File: config.mk
export PLATFORM = sky130hd
export DESIGN_NAME = pipe_stage_reg
export DESIGN_NICKNAME = d
export VERILOG_FILES = /design/src/rtl/pipe_stage_reg.sv
export SDC_FILE = /design/constraint.sdc
export NUM_CORES = 1
export LEC_CHECK = 0
export CORE_AREA = 2 2 159 161
export DETAILED_ROUTE_END_ITERATION = 10
export DIE_AREA = 0 0 161 163
export GPL_ROUTABILITY_DRIVEN = 0
export PLACE_DENSITY_LB_ADDON = 0.1
export SLEW_MARGIN = 20
export SYNTH_ARGS = -nofsm -noshare
export SYNTH_HDL_FRONTEND = slang
export SYNTH_SLANG_ARGS = --single-unit
File: constraint.sdc
create_clock -name clk -period 2.5 [get_ports clk]
set_input_delay 0.375 -clock clk [delete_from_list [all_inputs] [get_ports clk]]
set_output_delay 0.375 -clock clk [all_outputs]
set_load 0.03 [all_outputs]
File: src/rtl/pipe_stage_reg.sv
// pipe_stage_reg: parametrised inter-stage pipeline register (valid/ready).
// Main entry M drives out_*; optional skid entry S decouples in_ready from
// out_ready. Optional feature macro: PIPE_STAGE_SKID_EN (defined = M+S skid
// buffer with registered in_ready; undefined = single entry, skid_full=0).
// Supports hazard bubbles (NOP keeping PC/BD for EPC) and flush to HANDLER_PC.
module pipe_stage_reg #(
  parameter int              DATA_W     = 160,
  parameter int              PC_W       = 32,
  parameter int              EXC_W      = 5,
  parameter logic [PC_W-1:0] HANDLER_PC = 32'h0000_4180
) (
  input  logic              clk,
  input  logic              reset,
  input  logic              in_valid,
  output logic              in_ready,
  input  logic [PC_W-1:0]   in_pc,
  input  logic              in_bd,
  input  logic [EXC_W-1:0]  in_exc,
  input  logic [DATA_W-1:0] in_payload,
  input  logic              bubble,
  input  logic              flush,
  output logic              out_valid,
  input  logic              out_ready,
  output logic              out_nop,
  output logic [PC_W-1:0]   out_pc,
  output logic              out_bd,
  output logic [EXC_W-1:0]  out_exc,
  output logic [DATA_W-1:0] out_payload,
  output logic              skid_full
);

  typedef struct packed {
    logic              valid;
    logic              nop;
    logic [PC_W-1:0]   pc;
    logic              bd;
    logic [EXC_W-1:0]  exc;
    logic [DATA_W-1:0] payload;
  } entry_t;

  entry_t m_q, m_d;
  entry_t e, flush_e;
  logic   acc, ins, e_vld, drain;

`ifdef PIPE_STAGE_SKID_EN
  entry_t s_q, s_d;
  // Ready only from registered skid state, so no out_ready->in_ready path.
  assign in_ready  = reset & ~s_q.valid & ~flush;
  assign skid_full = s_q.valid;
`else
  // Single entry: can take a beat when empty or when M leaves this edge.
  assign in_ready  = reset & ~flush & (~m_q.valid | out_ready);
  assign skid_full = 1'b0;
`endif

  assign acc   = in_valid & in_ready & ~bubble;
  assign ins   = in_valid & in_ready & bubble;
  assign e_vld = acc | ins;
  assign drain = m_q.valid & out_ready;

  // Build the incoming entry: a bubble keeps PC/BD (for EPC) but drops exc/payload.
  always_comb begin
    e         = '0;
    e.valid   = 1'b1;
    e.pc      = in_pc;
    e.bd      = in_bd;
    if (bubble) begin
      e.nop     = 1'b1;
    end else begin
      e.exc     = in_exc;
      e.payload = in_payload;
    end
    flush_e       = '0;
    flush_e.valid = 1'b1;
    flush_e.nop   = 1'b1;
    flush_e.pc    = HANDLER_PC;
  end

  // Next-state: flush wins, then FIFO refill of M (from S first, else E).
  always_comb begin
    m_d = m_q;
`ifdef PIPE_STAGE_SKID_EN
    s_d = s_q;
    if (flush) begin
      m_d = flush_e;
      s_d = '0;
    end else if (!m_q.valid || drain) begin
      if (s_q.valid) begin
        m_d = s_q;
        s_d = e_vld ? e : '0;
      end else if (e_vld) begin
        m_d = e;
      end else begin
        m_d.valid = 1'b0;
      end
    end else if (e_vld) begin
      s_d = e;
    end
`else
    if (flush) begin
      m_d = flush_e;
    end else if (!m_q.valid || drain) begin
      if (e_vld) m_d = e;
      else       m_d.valid = 1'b0;
    end
`endif
  end

  // Entry storage with asynchronous active-low clear.
  always_ff @(posedge clk or negedge reset) begin
    if (!reset) begin
      m_q <= '0;
`ifdef PIPE_STAGE_SKID_EN
      s_q <= '0;
`endif
    end else begin
      m_q <= m_d;
`ifdef PIPE_STAGE_SKID_EN
      s_q <= s_d;
`endif
    end
  end

  assign out_valid   = m_q.valid;
  assign out_nop     = m_q.nop;
  assign out_pc      = m_q.pc;
  assign out_bd      = m_q.bd;
  assign out_exc     = m_q.exc;
  assign out_payload = m_q.payload;

endmodule

==> key figures, run 1 <==
Place
  – PortBufs: 404
  – Hpwl dp: 16,900 um
  – Placed Cells: 1,167

Critical path
  – Worst-path maximum fanout: 5
  – CP required: 2.12 ns
  – Critical Path Sink Type: output port
  – Largest stage delay on the critical path: 0.67 ns
  – CP Launch Type: primary input
  – CP arrival: 2.00 ns
  – Critical path's slowest cell: clkdlybuf4s50_1
  – R2r worst-path depth: 4
  – Crit path kind: primary input to output port
  – Crit path cell chain: dlygate4sd3_1 -> clkbuf_8 -> and2_1 -> clkdlybuf4s50_1

Logic synthesis
  – Post-synth net total: 665
  – Synth Instances: 461
  – Post-synth cell types: 19
  – Synth warn: 0
  – Post-synth top area share: 69.4%
  – Syn Area/Cell: 15.6 um^2
  – Dominant cell type by area after synthesis: dfrtp_1
  – Synth Register Bits: 200
  – Mapped Area: 7210 um^2
  – Sequential area share after synthesis: 69.4%
  – Ranking of synthesized cells by area: dfrtp_1 69%, a22o_1 24%, buf_6 2.3%

Clock network
  – PostCTS Resize Cnt: 0
  – H-tree depth: 4
  – Clk slew on worst S/H paths: 0.07 ns
  – CTS tree: yes
  – Inserted Clock Buffers: 17
  – Clk_lat worst skew: 0.43 ns
  – TritonCTS Sinks: 200
  – CTS root buf: clkbuf_16
  – Max clock buf depth: 2
  – Post-CTS Setup Inserts: 0

STA
  – Final period util: 95.0%
  – Clock Skew: 0.0141 ns
  – Clock period minus worst slack: 2.38 ns
  – Slew margin rel.: 38.8%
  – Total Neg Setup Slack: 0 ns
  – RSZ-0062 raised after global routing: false
  – Worst-Margin Slew: 0.919 ns
  – Pins Over Slew Limit: 0
  – Final hold vios: 0
  – F_max: 0.421 GHz
  – Setup-failing EPs final: 0

Die
  – Die W: 161 um
  – Starting Density: 29.2%
  – Die height: 163 um
  – Core Rows: 58
  – Core footprint: 24,700 um^2
  – IO Pins: 406
  – Die area: 26,200 um^2

Global routing
  – Aggregate global routing overflow: 0
  – Tot GR Track Use: 17.5%
  – Largest net degree at the start of global routing: 152
  – Vias in the first global route: 6,009
  – Initial antenna violation count: 1
  – Wire length of the first global-routing pass: 35,300 um

Final layout
  – Most common cell after layout, fill and taps aside: clkdlybuf4s50_1
  – Sequential cell area: 5000 um^2
  – Footprint of the multi-input gates: 1850 um^2
  – P&R area growth vs syn: 68.2%
  – Layout Nets: 1,061
  – Most frequent cells in the layout: 403 x clkdlybuf4s50_1, 200 x dfrtp_1, 195 x a22o_1, 17 x clkbuf_16, 9 x buf_12
  – Ratio of cells with drive above 1 in the final layout: 6.11%
  – Layout fillers: 2,190
  – Fin cells: 1,199
  – Final core utilization: 49.1%

Job
  – Maxcap violations: 0

Worst hold path
  – Hold/Removal Path Class: primary input to asynchronous set/reset pin

Detailed routing
  – 1st-pass router iterations: 4
  – Per-cell routed wire length: 19.6 um
  – Initial DRC Count: 297
  – DRT antenna net count: 0
  – Via density: 4.78
  – Vias: 5,729
  – Remaining routing DRC violations: 0
  – Final wirelength: 23,500 um

Power and ir drop
  – Pleak: 0.00534 uW
  – Pwr Density: 578 nW/um^2
  – Worst VDD drop: 382 uV

Run status
  – Status: finished, final reports clean
## cell usage after synthesis
master and number:
a21oi_1 2, a22o_1 195, and2_1 1, buf_2 9, buf_4 18, buf_6 15
clkbuf_1 3, conb_1 1, dfrtp_1 200, inv_1 2, mux2i_1 2, nand2_1 1
nand2_2 1, nor2_1 6, nor2b_4 1, nor3_1 1, nor4_1 1, nor4_4 1
o21ba_2 1
## where the power goes
group / internal [uW] / switching (uW)
Clock: 1330 / 1300
Sequential: 3320 / 49.7
Combinational: 528 / 476
Total: 5180 / 1830
## metal layers
layer  part of all wire (%)  global-route usage, %  up-vias
met5                      0                      0        -
met4                    2.4                   6.33        0
met3                    7.9                   5.55       33
met2                     49                   29.4      286
met1                     40                   21.3     2861
li1                       -                      -     2549
## area by class of cell
class                   count  area share, %
flip-flops and latches    200           41.3
repair buffers            422           35.4
multi-input cells         214           15.2
clock buffers              18           3.62
well taps                 330           3.40
clock inverters            12          0.939
inverters                   2         0.0619
diodes                      1         0.0206
## through the flow
stage | instance area (um^2) | worst slack [ns] | power, uW | hold slack [ns]
finish | 12100 | 0.125 | 7010 | 0.432
global route | 12100 | 0.0592 | 7340 | 0.448
CTS | 12100 | 0.0813 | 7110 | 0.445
detailed placement | 11600 | 0.202 | 4440 | 0.204
global placement | 11600 | 0.186 | 4430 | 0.204
floorplan | 7210 | 0.886 | 3800 | 0.0794
## cell families after synthesis
group                  count (synthesis)  synth area share, %
and+or+nand+nor                       13                 1.18
muxes                                  2                0.278
AOI/OAI and AO/OA                    198                 24.0
buffers and inverters                 47                 5.10
DFF                                  200                 69.4
other                                  1               0.0520
## flip-flops by register name, indices dropped and copies added, names as in the netlist
name	count
out_nop	1
out_valid	1
out_exc	5
out_bd	1
out_payload	160
out_pc	32
## worst paths after layout
kind                            slack (ns)              from               end
worst min-delay path                  0.43             reset        out_pc[29]
worst max register to register        0.79         out_valid   out_payload[90]
worst max-delay path                  0.12             reset          in_ready
min in group clk                      0.50  out_payload[145]  out_payload[145]
max in group asynchronous             1.00             reset    out_payload[8]
worst min register to register        0.50  out_payload[145]  out_payload[145]
## worst max-delay path, delay by kind of cell
| family | cells | cell delay (ns) |
|---|---|---|
| buffers and inverters | 3 | 1.48 |
| and+or+nand+nor | 1 | 0.13 |
## what timing repair did
| action | in CTS | in global routing |
|---|---|---|
| endpoints found under the setup margin | 0 | 0 |
| endpoints found under the hold margin | 1 | 0 |
| hold buffers | 1 | 0 |
No activity file was read; power rests on OpenSTA's default activity.
==> run 2, diff against run 1 <==
--- a/config.mk
+++ b/config.mk
@@ -5,9 +5,11 @@
 export SDC_FILE = /design/constraint.sdc
 export NUM_CORES = 1
 export LEC_CHECK = 0
-export CORE_AREA = 2 2 159 161
+export CELL_PAD_IN_SITES_DETAIL_PLACEMENT = 1
+export CELL_PAD_IN_SITES_GLOBAL_PLACEMENT = 1
+export CORE_AREA = 2 2 158 160
 export DETAILED_ROUTE_END_ITERATION = 10
-export DIE_AREA = 0 0 161 163
+export DIE_AREA = 0 0 160 162
 export GPL_ROUTABILITY_DRIVEN = 0
 export PLACE_DENSITY_LB_ADDON = 0.1
 export SLEW_MARGIN = 20
==> run 2 against run 1 <==
Utilization up 0.95 points. Worst hold slack gained 0.0063 ns. Worst setup slack better by 0.27 ns. Global-route usage up 2.0 points. Sequential power about the same. Register-to-register slack gained 0.12 ns. Via count is 0.99% higher. Clock power is essentially flat. Flip-flop and latch count unchanged. Total power shrank 0.59%. Critical path type unchanged. Largest power group unchanged.
==> key figures, run 2 (synthesis results as in run 1) <==
Critical path
  – RR Startpoint: out_valid
  – Reg2reg end: out_payload[151]
  – Worst reg-to-reg setup slack: 0.91 ns (+0.12 ns)
  – Critical Path Sink Type: output port
  – Worst-path maximum fanout: 19 (+14)
  – CP arrival: 1.73 ns (-0.27 ns)
  – Crit path kind: primary input to output port
  – R2r worst-path depth: 5 (+1)
  – CP required: 2.12 ns (about the same)
  – CP Launch Type: primary input

Final layout
  – Final core utilization: 50.1% (+0.95 points)
  – Ratio of cells with drive above 1 in the final layout: 5.67% (-0.43 points)
  – Max reg flops: 160 (unchanged)
  – Layout fillers: 2,473 (+13%)
  – Layout Nets: 1,056 (-0.47%)
  – P&R area growth vs syn: 67.5%
  – Sequential cell area: 5000 um^2 (unchanged)
  – Most common cell after layout, fill and taps aside: clkdlybuf4s50_1
  – Footprint of the multi-input gates: 1850 um^2 (unchanged)
  – Most frequent cells in the layout: 402 x clkdlybuf4s50_1, 200 x dfrtp_1, 195 x a22o_1, 17 x clkbuf_16, 8 x buf_12

STA
  – Final period util: 84.1% (-11 points)
  – Slew margin rel.: 40.2% (+1.5 points)
  – Clock period minus worst slack: 2.10 ns (-0.273 ns)
  – F_max: 0.476 GHz (+13%)
  – Fin Hold WS: 0.439 ns (+0.00627 ns)
  – Min setup slack post-route: 0.398 ns (+0.273 ns)
  – Total Neg Setup Slack: 0 ns (unchanged)
  – Worst-Margin Slew: 0.897 ns (-0.0222 ns)
  – RSZ-0062 raised after global routing: false
  – Final hold vios: 0 (unchanged)
  – Clock Skew: 0.00805 ns (-0.00601 ns)
  – Setup-failing EPs final: 0 (unchanged)
  – Pins Over Slew Limit: 0 (unchanged)

Job
  – Maxcap violations: 0 (unchanged)

Clock network
  – CTS tree: yes
  – Post-CTS Setup Inserts: 0 (unchanged)
  – Inserted Clock Buffers: 17 (unchanged)
  – Clk slew on worst S/H paths: 0.08 ns (about the same)
  – Clk_lat worst skew: 0.42 ns (about the same)
  – TritonCTS Sinks: 200 (unchanged)
  – CTS root buf: clkbuf_16
  – Max clock buf depth: 2 (unchanged)
  – H-tree depth: 4 (unchanged)

Power and ir drop
  – Comb power frac: 14.2% (about the same)
  – Pwr Density: 577 nW/um^2 (-0.16%)
  – Total power: 6970 uW (-0.59%)
  – Pleak: 0.00533 uW (-0.25%)
  – Seq pwr share: 48.4% (+0.3 points)
  – Clk pwr share: 37.4% (-0.2 points)
  – Sw Pwr: 1810 uW (-1.3%)
  – Worst VDD drop: 310 uV (-19%)
  – Switching share of power: 25.9% (-0.18 points)
  – Power Internal: 5160 uW (-0.34%)

Detailed routing
  – Remaining routing DRC violations: 0 (unchanged)
  – 1st-pass router iterations: 4 (unchanged)
  – Via density: 4.86 (+1.7%)
  – Vias: 5,786 (+0.99%)
  – DRT antenna net count: 0 (unchanged)
  – Initial DRC Count: 295 (-0.67%)
  – Final wirelength: 25,500 um (+8.5%)
  – Per-cell routed wire length: 21.4 um (+9.3%)

Die
  – Core Rows: 57 (-1.7%)
  – Core footprint: 24,100 um^2 (-2.3%)
  – Die height: 162 um (-0.61%)
  – IO Pins: 406 (unchanged)
  – Die area: 25,900 um^2 (-1.2%)
  – Starting Density: 29.9% (+0.69 points)
  – Die W: 160 um (-0.62%)

Global routing
  – Wire length of the first global-routing pass: 38,900 um (+10%)
  – Vias in the first global route: 6,294 (+4.7%)
  – Largest net degree at the start of global routing: 158 (+3.9%)
  – Aggregate global routing overflow: 0 (unchanged)
  – Tot GR Track Use: 19.6% (+2.0 points)
  – Initial antenna violation count: 3 (+2)

Worst hold path
  – Hold/Removal Path Class: primary input to asynchronous set/reset pin

Run status
  – Status: finished, final reports clean

Place
  – PortBufs: 404 (unchanged)
  – DP Worst Slack: 0.176 ns (-0.0260 ns)
  – Hpwl dp: 18,800 um (+12%)
## run 2: per-layer routing
metal  up-vias  GRT usage [%]  part of all wire [%]
met1      2938           23.0                    40
li1       2543              -                     -
met4         0           7.90                   3.1
met3        39           5.92                   7.2
met5         -              0                     0
met2       266           33.7                    50
## run 2: power groups by stage
stage / Sequential [uW] / Clock, uW / Combinational [uW]
detailed placement: 3430 / 0 / 1000
global placement: 3430 / 0 / 981
CTS: 3370 / 2690 / 1010
global route: 3380 / 2820 / 1050
finish: 3370 / 2600 / 990
floorplan: 3600 / 0 / 202
## run 2: area by class of cell
cell class | count | area share (%)
well taps | 324 | 3.36
clock buffers | 18 | 3.64
diodes | 3 | 0.0622
clock inverters | 13 | 0.933
repair buffers | 417 | 35.2
multi-input cells | 214 | 15.3
inverters | 2 | 0.0622
flip-flops and latches | 200 | 41.4
## run 2: how the worst max path moves through the flow
| stage | start | cells after the start | slack (ns) | to |
|---|---|---|---|---|
| final | reset | 4 | 0.40 | in_ready |
| after global routing | reset | 4 | 0.36 | in_ready |
| after CTS | reset | 4 | 0.01 | in_ready |
| after detailed placement | out_ready | 5 | 0.18 | in_ready |
| after global placement | out_ready | 5 | 0.22 | in_ready |
| after floorplan | out_valid | 6 | 0.89 | out_payload[100] |
## run 2: per-stage QoR
step	instances	area, um^2
2_1_floorplan	461	7210
3_3_place_gp	1156	11500
3_5_place_dp	1156	11500
4_1_cts	1188	12100
5_1_grt	1191	12100
6_report	1191	12100
## run 2: repair_timing
action | 4_1_cts | 5_1_grt
setup endpoints to repair | 0 | 1
hold buffers | 1 | 0
endpoints found under the hold margin | 15 | 0
gates resized for setup | 0 | 1
## run 2: worst max-delay path, cell delays in order
cell	delay, ns
dlygate4sd3_1	0.59
clkbuf_8	0.26
and2_1	0.18
dlymetal6s2s_1	0.31
==> run 3, diff against run 2 <==
--- a/config.mk
+++ b/config.mk
@@ -7,9 +7,8 @@
 export LEC_CHECK = 0
 export CELL_PAD_IN_SITES_DETAIL_PLACEMENT = 1
 export CELL_PAD_IN_SITES_GLOBAL_PLACEMENT = 1
-export CORE_AREA = 2 2 158 160
+export CORE_UTILIZATION = 29
 export DETAILED_ROUTE_END_ITERATION = 10
-export DIE_AREA = 0 0 160 162
 export GPL_ROUTABILITY_DRIVEN = 0
 export PLACE_DENSITY_LB_ADDON = 0.1
 export SLEW_MARGIN = 20
==> constraint.sdc (replaced) <==
create_clock -name clk -period 2.13 [get_ports clk]
set_input_delay 0.3195 -clock clk [delete_from_list [all_inputs] [get_ports clk]]
set_output_delay 0.3195 -clock clk [all_outputs]
set_load 0.03 [all_outputs]
==> run 3 against run 2 <==
Clock power is 21% higher. Flip-flop and latch count stayed put. Count of clock-buffer cells in the layout unchanged. Non-clock buffer count rose by 8. Worst setup slack worse by 0.13 ns. Critical path type is now register to output port. Highest routed layer unchanged.
==> key figures, run 3 (synthesis results as in run 1) <==
Run status
  – Status: finished, final reports clean

Place
  – DP Worst Slack: 0.199 ns (+0.0231 ns)
  – PortBufs: 404 (unchanged)
  – Hpwl dp: 19,300 um (+2.7%)

Die
  – Core footprint: 24,300 um^2 (+0.89%)
  – Starting Density: 29.6% (-0.26 points)
  – Die area: 25,500 um^2 (-1.6%)
  – IO Pins: 406 (unchanged)
  – Die height: 160 um (-1.4%)
  – Die W: 160 um (-0.21%)
  – Core Rows: 57 (unchanged)

Critical path
  – Crit path buffers/inverters: 1 (-2)
  – Critical path's slowest cell: clkdlybuf4s50_1
  – CP delay by family, top: buffers and inverters
  – Crit path kind: register to output port
  – Worst-path maximum fanout: 2 (-17)
  – Critical Path Sink Type: output port
  – Crit path cell chain: clkdlybuf4s50_1
  – RR Startpoint: out_valid
  – Largest stage delay on the critical path: 0.77 ns (+0.18 ns)
  – Setup crit start: out_payload[102]
  – CP arrival: 1.54 ns (-0.19 ns)
  – CP Launch Type: register
  – CP required: 1.81 ns (-0.31 ns)

Global routing
  – Aggregate global routing overflow: 0 (unchanged)
  – Largest net degree at the start of global routing: 149 (-5.7%)
  – Vias in the first global route: 6,452 (+2.5%)
  – Initial antenna violation count: 0 (-3)
  – Wire length of the first global-routing pass: 40,400 um (+3.8%)
  – Tot GR Track Use: 20.9% (+1.3 points)

Final layout
  – Diodes inserted: 0 (-3)
  – Max reg flops: 160 (unchanged)
  – Ratio of cells with drive above 1 in the final layout: 6.76% (+1.1 points)
  – Most frequent cells in the layout: 402 x clkdlybuf4s50_1, 200 x dfrtp_1, 195 x a22o_1, 17 x clkbuf_16, 13 x buf_12
  – P&R area growth vs syn: 69.2%
  – Most common cell after layout, fill and taps aside: clkdlybuf4s50_1
  – Layout Nets: 1,064 (+0.76%)
  – Layout fillers: 2,419 (-2.2%)

Job
  – Maxcap violations: 0 (unchanged)

Power and ir drop
  – Worst VDD drop: 391 uV (+26%)
  – Seq pwr share: 47.8% (-0.6 points)
  – Clk pwr share: 37.9% (+0.5 points)
  – Comb power frac: 14.4% (+0.2 points)
  – Power Internal: 6070 uW (+18%)
  – Sw Pwr: 2220 uW (+23%)
  – Switching share of power: 26.7% (+0.80 points)
  – Pwr Density: 679 nW/um^2 (+18%)
  – Total power: 8290 uW (+19%)
  – Pleak: 0.00538 uW (+0.95%)

STA
  – RSZ-0062 raised after global routing: false
  – Min setup slack post-route: 0.266 ns (-0.132 ns)
  – Final hold vios: 0 (unchanged)
  – Total Neg Setup Slack: 0 ns (unchanged)
  – Clock Skew: 0.0154 ns (+0.00735 ns)
  – F_max: 0.536 GHz
  – Final period util: 87.5%
  – Slew margin rel.: 44.6% (+4.4 points)
  – Clock period minus worst slack: 1.86 ns
  – Pins Over Slew Limit: 0 (unchanged)
  – Worst-Margin Slew: 0.831 ns (-0.0656 ns)
  – Setup-failing EPs final: 0 (unchanged)

Clock network
  – H-tree depth: 4 (unchanged)
  – Post-CTS Setup Inserts: 0 (unchanged)
  – PostCTS Resize Cnt: 0 (unchanged)
  – Max clock buf depth: 2 (unchanged)
  – CTS tree: yes
  – Clk_lat worst skew: 0.43 ns (about the same)
  – CTS root buf: clkbuf_16
  – Inserted Clock Buffers: 17 (unchanged)
  – Hold Buf Count CTS: 0 (-1)
  – TritonCTS Sinks: 200 (unchanged)
  – Clk slew on worst S/H paths: 0.08 ns (about the same)

Worst hold path
  – Hold/Removal Path Class: primary input to asynchronous set/reset pin

Detailed routing
  – Via density: 4.85 (-0.11%)
  – Final wirelength: 26,000 um (+1.9%)
  – Per-cell routed wire length: 21.7 um (+1.4%)
  – 1st-pass router iterations: 4 (unchanged)
  – Vias: 5,809 (+0.40%)
  – Initial DRC Count: 336 (+14%)
  – Remaining routing DRC violations: 0 (unchanged)
  – DRT antenna net count: 0 (unchanged)
[run 3: changes by cell type in the layout (fill, tap and decap cells not counted)]
cell and delta:
clkbuf_1 +1, inv_6 +1, diode_2 -3, inv_8 -1, buf_12 +5, clkinv_2 -1
dlygate4sd3_1 -1, buf_4 +5, dlymetal6s2s_1 -1, clkbuf_8 -1, clkinv_8 +2
[run 3: cell type report]
cell class	count	area (um^2)	area share, %
flip-flops and latches	200	5000	41.0
repair buffers	425	4370	35.8
multi-input cells	214	1850	15.2
clock buffers	18	429	3.52
well taps	324	405	3.32
clock inverters	14	138	1.13
inverters	2	7.51	0.0615
[run 3: per-layer routing]
layer | global-route usage [%] | vias up | routed length [um]
met1 | 24.9 | 2966 | 10200
met3 | 5.04 | 22 | 1730
met4 | 6.12 | 0 | 446
li1 | - | 2565 | -
met5 | 0 | - | 0
met2 | 37.0 | 256 | 13700
[run 3: path summary, 6_finish.rpt]
| kind | to | slack (ns) | depth (start not counted) |
|---|---|---|---|
| worst max-delay path | out_payload[102] | 0.27 | 1 |
| worst min-delay path | out_pc[1] | 0.09 | 2 |
| worst max register to register | out_payload[61] | 0.54 | 5 |
| worst min register to register | out_payload[83] | 0.51 | 1 |
| max in group asynchronous | out_payload[36] | 1.39 | 2 |
| min in group clk | out_valid | 0.28 | 3 |
[run 3: through the flow]
stage	hold WS (ns)	cells	cell area [um^2]	util [%]
final	0.0920	1197	12200	50.2
after global routing	0.128	1197	12200	50.2
after CTS	0.109	1197	12200	50.2
after detailed placement	0.490	1165	11600	47.8
after global placement	0.488	1165	11600	47.8
after floorplan	0.0239	461	7210	-
[run 3: power groups by stage]
stage / registers (uW) / logic [uW] / clock network, uW
2_1_floorplan: 4230 / 237 / 0
3_3_place_gp: 4030 / 1180 / 0
3_5_place_dp: 4030 / 1200 / 0
4_1_cts: 3960 / 1210 / 3250
5_1_grt: 3970 / 1260 / 3380
6_report: 3960 / 1190 / 3140
